--- src/rtl/demux_pkg.sv ---
// Shared definitions for the registered 1:3 demultiplexer: destination
// select codes, hold-stage state encoding and a select-validity helper.
package demux_pkg;

  // Destination select codes carried on s and stored with the held word.
  localparam logic [1:0] DEST_Y0  = 2'b00;
  localparam logic [1:0] DEST_Y1  = 2'b01;
  localparam logic [1:0] DEST_Y2  = 2'b10;
  localparam logic [1:0] DEST_BAD = 2'b11;

  // The single hold stage is either empty or holding one word.
  typedef enum logic {
    ST_EMPTY = 1'b0,
    ST_FULL  = 1'b1
  } state_e;

  // A select is routable unless it is the reserved invalid code.
  function automatic logic dest_is_valid(input logic [1:0] sel);
    return sel != DEST_BAD;
  endfunction

endpackage

--- src/rtl/demux_1_3_reg_sat_counter.sv ---
// Saturating up-counter with synchronous clear; clear wins over increment.
module sat_counter #(
  parameter int WIDTH = 8
) (
  input  logic             clk,
  input  logic             rst_n,
  input  logic             inc_i,
  input  logic             clr_i,
  output logic [WIDTH-1:0] cnt_o
);

  localparam logic [WIDTH-1:0] CNT_MAX = '1;

  logic [WIDTH-1:0] cnt_q;
  logic [WIDTH-1:0] cnt_d;

  // Next count: clear first, otherwise increment until the ceiling is reached.
  always_comb begin
    // NOTE: every combinational output gets a default before any branch,
    // so no path leaves it unassigned and no latch is inferred.
    cnt_d = cnt_q;
    if (clr_i) begin
      cnt_d = '0;
    end else if (inc_i && (cnt_q != CNT_MAX)) begin
      cnt_d = cnt_q + 1'b1;
    end
  end

  // Count register.
  always_ff @(posedge clk or negedge rst_n) begin
    // NOTE: state registers use non-blocking assignments so every flop
    // samples its inputs from the same edge regardless of statement order.
    if (!rst_n) begin
      cnt_q <= '0;
    end else begin
      cnt_q <= cnt_d;
    end
  end

  assign cnt_o = cnt_q;

endmodule

--- src/rtl/demux_1_3_reg.sv ---
// Registered 1:3 demultiplexer with valid/ready handshake. One hold stage
// (data + destination) feeds exactly one of three consumers; words sent with
// the invalid select are consumed, dropped and counted.
module demux_1_3_reg
  import demux_pkg::*;
#(
  parameter int WIDTH = 8,
  parameter int CNT_W = 8
) (
  input  logic             clk,
  input  logic             rst_n,
  input  logic [1:0]       s,
  input  logic [WIDTH-1:0] d,
  input  logic             d_valid,
  output logic             d_ready,
  output logic [WIDTH-1:0] y0,
  output logic [WIDTH-1:0] y1,
  output logic [WIDTH-1:0] y2,
  output logic             y0_valid,
  output logic             y1_valid,
  output logic             y2_valid,
  input  logic             y0_ready,
  input  logic             y1_ready,
  input  logic             y2_ready,
  input  logic             clr_err,
  output logic [CNT_W-1:0] err_cnt
);

  state_e           state_q;
  state_e           state_d;
  logic [WIDTH-1:0] hold_data_q;
  logic [WIDTH-1:0] hold_data_d;
  logic [1:0]       hold_dest_q;
  logic [1:0]       hold_dest_d;

  logic             dest_ready;
  logic             in_xfer;
  logic             load;
  logic             drop;
  logic             drain;

  // Ready of the consumer the held word is addressed to.
  always_comb begin
    dest_ready = 1'b0;
    case (hold_dest_q)
      DEST_Y0: dest_ready = y0_ready;
      DEST_Y1: dest_ready = y1_ready;
      DEST_Y2: dest_ready = y2_ready;
      default: dest_ready = 1'b0;
    endcase
  end

  // d_ready depends only on the hold state and the consumer readies, never on
  // d_valid. When full, a word is accepted exactly when the held one leaves.
  assign d_ready = (state_q == ST_EMPTY) ? 1'b1 : dest_ready;
  assign in_xfer = d_valid & d_ready;
  assign load    = in_xfer & dest_is_valid(s);
  assign drop    = in_xfer & ~dest_is_valid(s);
  assign drain   = (state_q == ST_FULL) & dest_ready;

  // Next hold state: a routable input word always (re)loads the stage;
  // otherwise the stage empties when its word drains.
  always_comb begin
    state_d     = state_q;
    hold_data_d = hold_data_q;
    hold_dest_d = hold_dest_q;
    if (load) begin
      state_d     = ST_FULL;
      hold_data_d = d;
      hold_dest_d = s;
    end else if (drain) begin
      state_d = ST_EMPTY;
    end
  end

  // Hold stage registers.
  always_ff @(posedge clk or negedge rst_n) begin
    if (!rst_n) begin
      state_q     <= ST_EMPTY;
      // NOTE: the data hold register is reset too, so y0..y2 and any debug
      // view of the stage show zero rather than stale data after reset.
      hold_data_q <= '0;
      hold_dest_q <= DEST_Y0;
    end else begin
      state_q     <= state_d;
      hold_data_q <= hold_data_d;
      hold_dest_q <= hold_dest_d;
    end
  end

  // Output decode: only the addressed port shows valid and data, others idle at zero.
  always_comb begin
    y0       = '0;
    y1       = '0;
    y2       = '0;
    y0_valid = 1'b0;
    y1_valid = 1'b0;
    y2_valid = 1'b0;
    if (state_q == ST_FULL) begin
      case (hold_dest_q)
        DEST_Y0: begin
          y0       = hold_data_q;
          y0_valid = 1'b1;
        end
        DEST_Y1: begin
          y1       = hold_data_q;
          y1_valid = 1'b1;
        end
        DEST_Y2: begin
          y2       = hold_data_q;
          y2_valid = 1'b1;
        end
        default: ;
      endcase
    end
  end

  // Count of words dropped for the invalid select.
  sat_counter #(
    .WIDTH (CNT_W)
  ) u_err_cnt (
    .clk   (clk),
    .rst_n (rst_n),
    .inc_i (drop),
    .clr_i (clr_err),
    .cnt_o (err_cnt)
  );

endmodule

--- config.mk ---
export PLATFORM = sky130hd
export DESIGN_NAME = demux_1_3_reg
export DESIGN_NICKNAME = d
export VERILOG_FILES = /design/src/rtl/demux_pkg.sv /design/src/rtl/demux_1_3_reg_sat_counter.sv /design/src/rtl/demux_1_3_reg.sv
export SDC_FILE = /design/constraint.sdc
export NUM_CORES = 1
export LEC_CHECK = 0
export CAP_MARGIN = 20
export CELL_PAD_IN_SITES_DETAIL_PLACEMENT = 0
export CELL_PAD_IN_SITES_GLOBAL_PLACEMENT = 2
export CORE_AREA = 5 5 73 75
export CTS_BUF_LIST = sky130_fd_sc_hd__clkbuf_8
export CTS_CLUSTER_DIAMETER = 120
export DETAILED_ROUTE_END_ITERATION = 7
export DIE_AREA = 0 0 78 80
export PLACE_DENSITY_LB_ADDON = 0.1
export SYNTH_ARGS = -nofsm -noshare
export SYNTH_HDL_FRONTEND = slang
export SYNTH_SLANG_ARGS = --single-unit
--- constraint.sdc ---
create_clock -name clk -period 4.6 [get_ports clk]
set_input_delay 0.46 -clock clk [delete_from_list [all_inputs] [get_ports clk]]
set_output_delay 0.46 -clock clk [all_outputs]
set_load 0.01 [all_outputs]
Word-level counts from Yosys, hierarchy flattened
Index checks and enable logic that the tools add are counted.
{ "op_classes": {"div_mod_pow": 0, "n_addsub": 1, "reduce_logical": 4, "mux": 18, "n_eq_ne": 4, "n_lt_le_gt_ge": 0, "bitwise": 5, "n_shift": 0, "multipliers": 0} }
{ "op_table": {"columns": ["operator", "n"], "rows": [
  ["$mux W8", 8],
  ["$mux W1", 9],
  ["$add A8 B1 Y8 const B", 1],
  ["$ne A8 B8 Y1 const B", 1],
  ["$and A1 B1 Y1", 4],
  ["$reduce_bool A2 Y1", 2],
  ["$pmux W1 S3", 1],
  ["$eq A2 B1 Y1 const B", 1],
  ["$eq A2 B2 Y1 const B", 1],
  ["$logic_not A2 Y1", 1],
  ["$ne A2 B2 Y1 const B", 1],
  ["$logic_and A1 B1 Y1", 1],
  ["$not A1 Y1", 1]
]} }
{ "word_totals": {"reg_bits": 19, "inputBits": 17, "output_inout_bits": 36, "rom_bits": 0, "ramBits": 0, "mem_count": 0, "latch_bits": 0} }

Depth between registers and ports, before layout
{ "depth": {"ltp_word": 8, "mapped_depth": 6, "ltp_nobuf": 5} }

Modules after synthesis
Synthesis repeated with hierarchy kept, for this count alone.
{ "unflattened": {"hier_cells": 117, "area_unflattened_um2": 1158.6} }
{ "modules_own_cells": {"columns": ["mod", "instances", "cells_per_inst", "area_each_um2"], "rows": [
  ["demux_1_3_reg", 1, 68, 694.4],
  ["sat_counter", 1, 49, 464.2]
]} }

Worst setup path before layout
Ideal clock, no wire load.
{ "synth_path": {"path_kind": "in2reg", "startpoint": "input port s[0]", "endpoint": "register u_err_cnt.cnt_q[5], in the netlist u_err_cnt.cnt_o[5]", "cell_stages": 5, "path_buffers": 1, "slack_ps": 2977, "arrival_ps": 1545, "path_cell_list": "and2_1 -> clkbuf_1 -> o21ai_0 -> or4_1 -> a21oi_1"} }
{ "synth_via": {"elab_chain_len": 5} }
{ "synth_rtl": {"columns": ["item", "line_no", "rtl"], "rows": [
  ["from (decl)", "demux_1_3_reg.sv:12", "input logic [1:0] s,"],
  ["$ne A2 B2 Y1", "demux_pkg.sv:19", "return sel != DEST_BAD;"],
  ["$not A1 Y1", "demux_1_3_reg.sv:58", "assign drop = in_xfer & ~dest_is_valid(s);"],
  ["$and A1 B1 Y1", "demux_1_3_reg.sv:58", null],
  ["$logic_and A1 B1 Y1", "demux_1_3_reg_sat_counter.sv:24", "end else if (inc_i && (cnt_q != CNT_MAX)) begin"],
  ["$reduce_bool A2 Y1 (no source line)", null, null],
  ["to (signal assigned)", "demux_1_3_reg_sat_counter.sv:36", "cnt_q <= cnt_d;"],
  ["to (decl)", "demux_1_3_reg_sat_counter.sv:14", "logic [WIDTH-1:0] cnt_q;"]
]} }
Every way passes these cells.
A chain may end at the register's enable or synchronous reset.

Final worst setup path
{ "layout_path": {"startpoint": "register hold_dest_q[1]", "endpoint": "output port y1[6]"} }
{ "layout_via": {"elab_chain_len": 3} }
{ "layout_rtl": {"columns": ["item", "line_no", "rtl"], "rows": [
  ["from (decl)", "demux_1_3_reg.sv:33", "logic [1:0] hold_dest_q;"],
  ["from (signal assigned)", "demux_1_3_reg.sv:87", "hold_dest_q <= hold_dest_d;"],
  ["$eq A2 B1 Y1", "demux_1_3_reg.sv:100", "case (hold_dest_q)"],
  ["$mux W8", "demux_1_3_reg.sv:100", null],
  ["$mux W8", "demux_1_3_reg.sv:99", "if (state_q == ST_FULL) begin"],
  ["to (decl)", "demux_1_3_reg.sv:17", "output logic [WIDTH-1:0] y1,"]
]} }
Every way passes these cells.

==> metrics.yaml <==
status:
  run_status: "finished clean"
power_and_ir_drop:
  p_total_uw: 761.2
  p_leak_nw: 0.6526
  cellPowerDensity_mw_per_mm2: 444.1
  ir_worst_vdd_mv: 0.1228
cts:
  postCtsResizedCells: 0
  worst_setup_hold_path_clk_slew_ns: 0.07
  cts_num_sinks: 19
  cts_tree: "built"
  cts_buffers: 3
  clock_tree.htree_level_count: 1
  postCtsSetupRepairBufs: 0
  ctsLongestPathBuffers: 2
  clock_latency_late_sink_ns: 0.25
  cts-hold-fix-buffers: 0
  cts.root.buffer_cell: "sky130_fd_sc_hd__clkbuf_8"
worst_setup_path:
  critPathMaxStageDelay_ns: 0.53
  path_buf_inv: 1
  timing.critical_path.fanout_max: 9
  cp.required_ns: 4.14
  setup.worst_path.end_class: "primary output"
  critPathKind: "reg -> out"
  worstPathCellList: "nand2b_1, nor2_1, and2_1, clkdlybuf4s50_1"
  worst_setup_path_start_kind: "register"
  critical-path-slowest-cell: "sky130_fd_sc_hd__clkdlybuf4s50_1"
  arrival_ns: 2.02
  top_cell_family_by_delay_on_the_critical_path: "simple AND/OR/NAND/NOR gates"
sta:
  fin_crit_sh_pct: 53.86
  max_clock_freq_mhz: 403.6
  layout_min_cycle_time_ns: 2.478
  relSlewSlack_pct: 41.33
  setup_viol_count_final: 0
  timing_worst_slew_pin_value_ns: 0.8772
  finalSetupTns_ns: 0
  drv_slew: 0
  grt_setup_unrepaired: "no"
  report.final.hold_viol_count: 0
  worst_hold_margin_ns: 0.5423
  worst_slack_ns: 2.122
  worst_clock_skew_ns: 0.003279
yosys:
  yosysWarnings: 0
  syn_area_mm2: 0.001104
  synth_cell_types: 31
  synth-seq-area-share_pct: 43.08
  postSynthRegisterBits: 19
  post_synth.cell_area_avg_um2: 9.596
  synth.net_count: 133
  post_synth_inst_count: 115
run:
  cap_violations: 0
floorplanning:
  die_h_um: 80
  design.die.area_mm2: 0.006240
  rows: 25
  die_width_um: 78
  floorplan.initialDensity_pct: 24.00
  core-area_mm2: 0.004598
  ios: 53
placed_design:
  dpl.hpwl_um: 2395
  portBuffers: 52
  finalWeightedCongestion: 0.7101
  preCtsSetupSlack_ns: 2.094
  placement.cell_area_mm2: 0.001668
global_route:
  grt_pass1_wl_um: 5078
  track_usage_pct: 10.08
  antenna_found_initial: 0
  grt_overflow_total: 0
  grt_max_degree: 21
  via_count_of_the_first_global_routing_pass: 1006
final_layout:
  synthToLayoutAreaGrowth_pct: 55.33
  multi_input_gate_area_in_the_final_layout_um2: 589.3
  filler_cell_count: 462
  seq_area_um2: 475.5
  finalNetCount: 186
  antenna-diode-count: 0
  final_cell_area_mm2: 0.001714
  layout-drive-gt1-share_pct: 10.78
routing:
  ant_nets: 0
  drtPass1Iterations: 4
  route.detailed.wl_per_inst_um: 13.45
  drt_iter0_markers: 30
  wirelength_um: 2973
  dr_total_vias: 1012
  detail_route.drc_violations: 0
  routed_via_count_divided_by_cell_count: 4.579
hold_path:
  timing.hold.worst.class: "reg -> reg"
[routing by layer]
layer,GRT usage [%],vias up,part of all wire (%)
met5,0,-,0
met4,4.054,0,0.77
met3,2.596,2,7.9
met2,15.61,39,46
met1,13.31,462,45
li1,-,509,-
[path summary, 6_finish.rpt]
kind,depth (start not counted),start,to,slack (ns)
max in group asynchronous,1,rst_n,hold_data_q[2]$_DFFE_PN0P_,3.36
worst min-delay path,1,hold_data_q[5]$_DFFE_PN0P_,hold_data_q[5]$_DFFE_PN0P_,0.54
worst max-delay path,4,hold_dest_q[1]$_DFFE_PN0P_,y1[6],2.12
min in group asynchronous,1,rst_n,u_err_cnt.cnt_o[5]$_DFFE_PN0P_,0.70
worst min register to register,1,hold_data_q[5]$_DFFE_PN0P_,hold_data_q[5]$_DFFE_PN0P_,0.54
worst max register to register,4,hold_dest_q[0]$_DFFE_PN0P_,hold_data_q[7]$_DFFE_PN0P_,2.53
[cell usage after synthesis]
cell | n | share of area (%)
sky130_fd_sc_hd__a21oi_1 | 7 | 3.2
sky130_fd_sc_hd__and2_1 | 26 | 15
sky130_fd_sc_hd__and2b_1 | 1 | 0.68
sky130_fd_sc_hd__buf_1 | 1 | 0.34
sky130_fd_sc_hd__buf_2 | 1 | 0.45
sky130_fd_sc_hd__buf_6 | 1 | 1.0
sky130_fd_sc_hd__clkbuf_1 | 1 | 0.34
sky130_fd_sc_hd__dfrtp_1 | 19 | 43
sky130_fd_sc_hd__ha_1 | 1 | 1.1
sky130_fd_sc_hd__inv_1 | 4 | 1.4
sky130_fd_sc_hd__mux2_2 | 9 | 9.2
sky130_fd_sc_hd__mux2_4 | 1 | 1.4
sky130_fd_sc_hd__nand2_1 | 4 | 1.4
sky130_fd_sc_hd__nand2b_1 | 2 | 1.1
sky130_fd_sc_hd__nand3_1 | 3 | 1.4
sky130_fd_sc_hd__nand4_1 | 2 | 1.1
sky130_fd_sc_hd__nor2_1 | 6 | 2.0
sky130_fd_sc_hd__nor2_2 | 1 | 0.57
sky130_fd_sc_hd__nor2b_1 | 1 | 0.57
sky130_fd_sc_hd__nor3_1 | 2 | 0.91
sky130_fd_sc_hd__nor4_1 | 1 | 0.57
sky130_fd_sc_hd__o211ai_1 | 1 | 0.68
sky130_fd_sc_hd__o21ai_0 | 5 | 2.3
sky130_fd_sc_hd__o221ai_2 | 1 | 1.4
sky130_fd_sc_hd__o22a_1 | 1 | 0.79
sky130_fd_sc_hd__o31a_1 | 1 | 0.79
sky130_fd_sc_hd__o31ai_1 | 3 | 2.0
sky130_fd_sc_hd__or2_2 | 2 | 1.1
sky130_fd_sc_hd__or2b_1 | 1 | 0.68
sky130_fd_sc_hd__or3_1 | 3 | 1.7
sky130_fd_sc_hd__or4_1 | 3 | 2.0
[cell usage in the layout, fill, tap and decap left out]
master,instances
sky130_fd_sc_hd__nand2b_1,2
sky130_fd_sc_hd__dfrtp_1,19
sky130_fd_sc_hd__nor2_2,1
sky130_fd_sc_hd__or3_1,3
sky130_fd_sc_hd__clkdlybuf4s50_1,52
sky130_fd_sc_hd__and2_1,26
sky130_fd_sc_hd__o221ai_2,1
sky130_fd_sc_hd__clkinv_2,1
sky130_fd_sc_hd__or2b_1,1
sky130_fd_sc_hd__o211ai_1,1
sky130_fd_sc_hd__o31a_1,1
sky130_fd_sc_hd__o22a_1,1
sky130_fd_sc_hd__nand3_1,3
sky130_fd_sc_hd__and2b_1,1
sky130_fd_sc_hd__inv_1,4
sky130_fd_sc_hd__a21oi_1,7
sky130_fd_sc_hd__or2_2,2
sky130_fd_sc_hd__nand2_1,4
sky130_fd_sc_hd__clkbuf_8,3
sky130_fd_sc_hd__o31ai_1,3
sky130_fd_sc_hd__nor2_1,6
sky130_fd_sc_hd__nand4_1,2
sky130_fd_sc_hd__o21ai_0,5
sky130_fd_sc_hd__nor3_1,2
sky130_fd_sc_hd__or4_1,3
sky130_fd_sc_hd__mux2_2,9
sky130_fd_sc_hd__mux2_4,1
sky130_fd_sc_hd__nor2b_1,1
sky130_fd_sc_hd__ha_1,1
sky130_fd_sc_hd__nor4_1,1
[state kept, by name, indices dropped and copies added (netlist names)]
signal / cells
hold_data_q: 8
hold_dest_q: 2
state_q: 1
u_err_cnt.cnt_o: 8
[worst register-to-register path, stage by stage (launching register included)]
cell                       delay (ns)
sky130_fd_sc_hd__dfrtp_1         0.43
sky130_fd_sc_hd__mux2_4          0.33
sky130_fd_sc_hd__o221ai_2        0.64
sky130_fd_sc_hd__nor2_2          0.23
sky130_fd_sc_hd__mux2_2          0.33
[power by group]
part	internal (mW)	total [mW]	leakage, nW	switching (mW)
sequential	0.218	0.263	0.240	0.0449
combinational	0.221	0.383	0.387	0.162
clock	0.0601	0.116	0.0255	0.0554
total	0.499	0.761	0.653	0.262
[cells by family (layout without fill, tap and decap cells)]
group,count (synthesis),in the layout,share of synthesized area [%]
DFF,19,19,43.08
AOI/OAI and AO/OA,19,19,11.11
and+or+nand+nor,58,58,30.61
muxes,10,10,10.54
buffers and inverters,8,60,3.513
adders and majority gates,1,1,1.134
[through the flow]
stage / std cells / utilization (%)
after floorplan: 115 / -
after global routing: 221 / 37.28
after CTS: 221 / 37.28
final: 221 / 37.28
after detailed placement: 217 / 36.27
after global placement: 217 / 36.27
[cell type report]
type	instances	area share [%]
Sequential cell	19	27.74
Clock buffer	3	2.409
Clock inverter	1	0.2920
Multi-Input combinational cell	88	34.38
Inverter	4	0.8759
Tap cell	54	3.942
Timing Repair Buffer	52	30.37
Power figures use the tool's default switching activity.
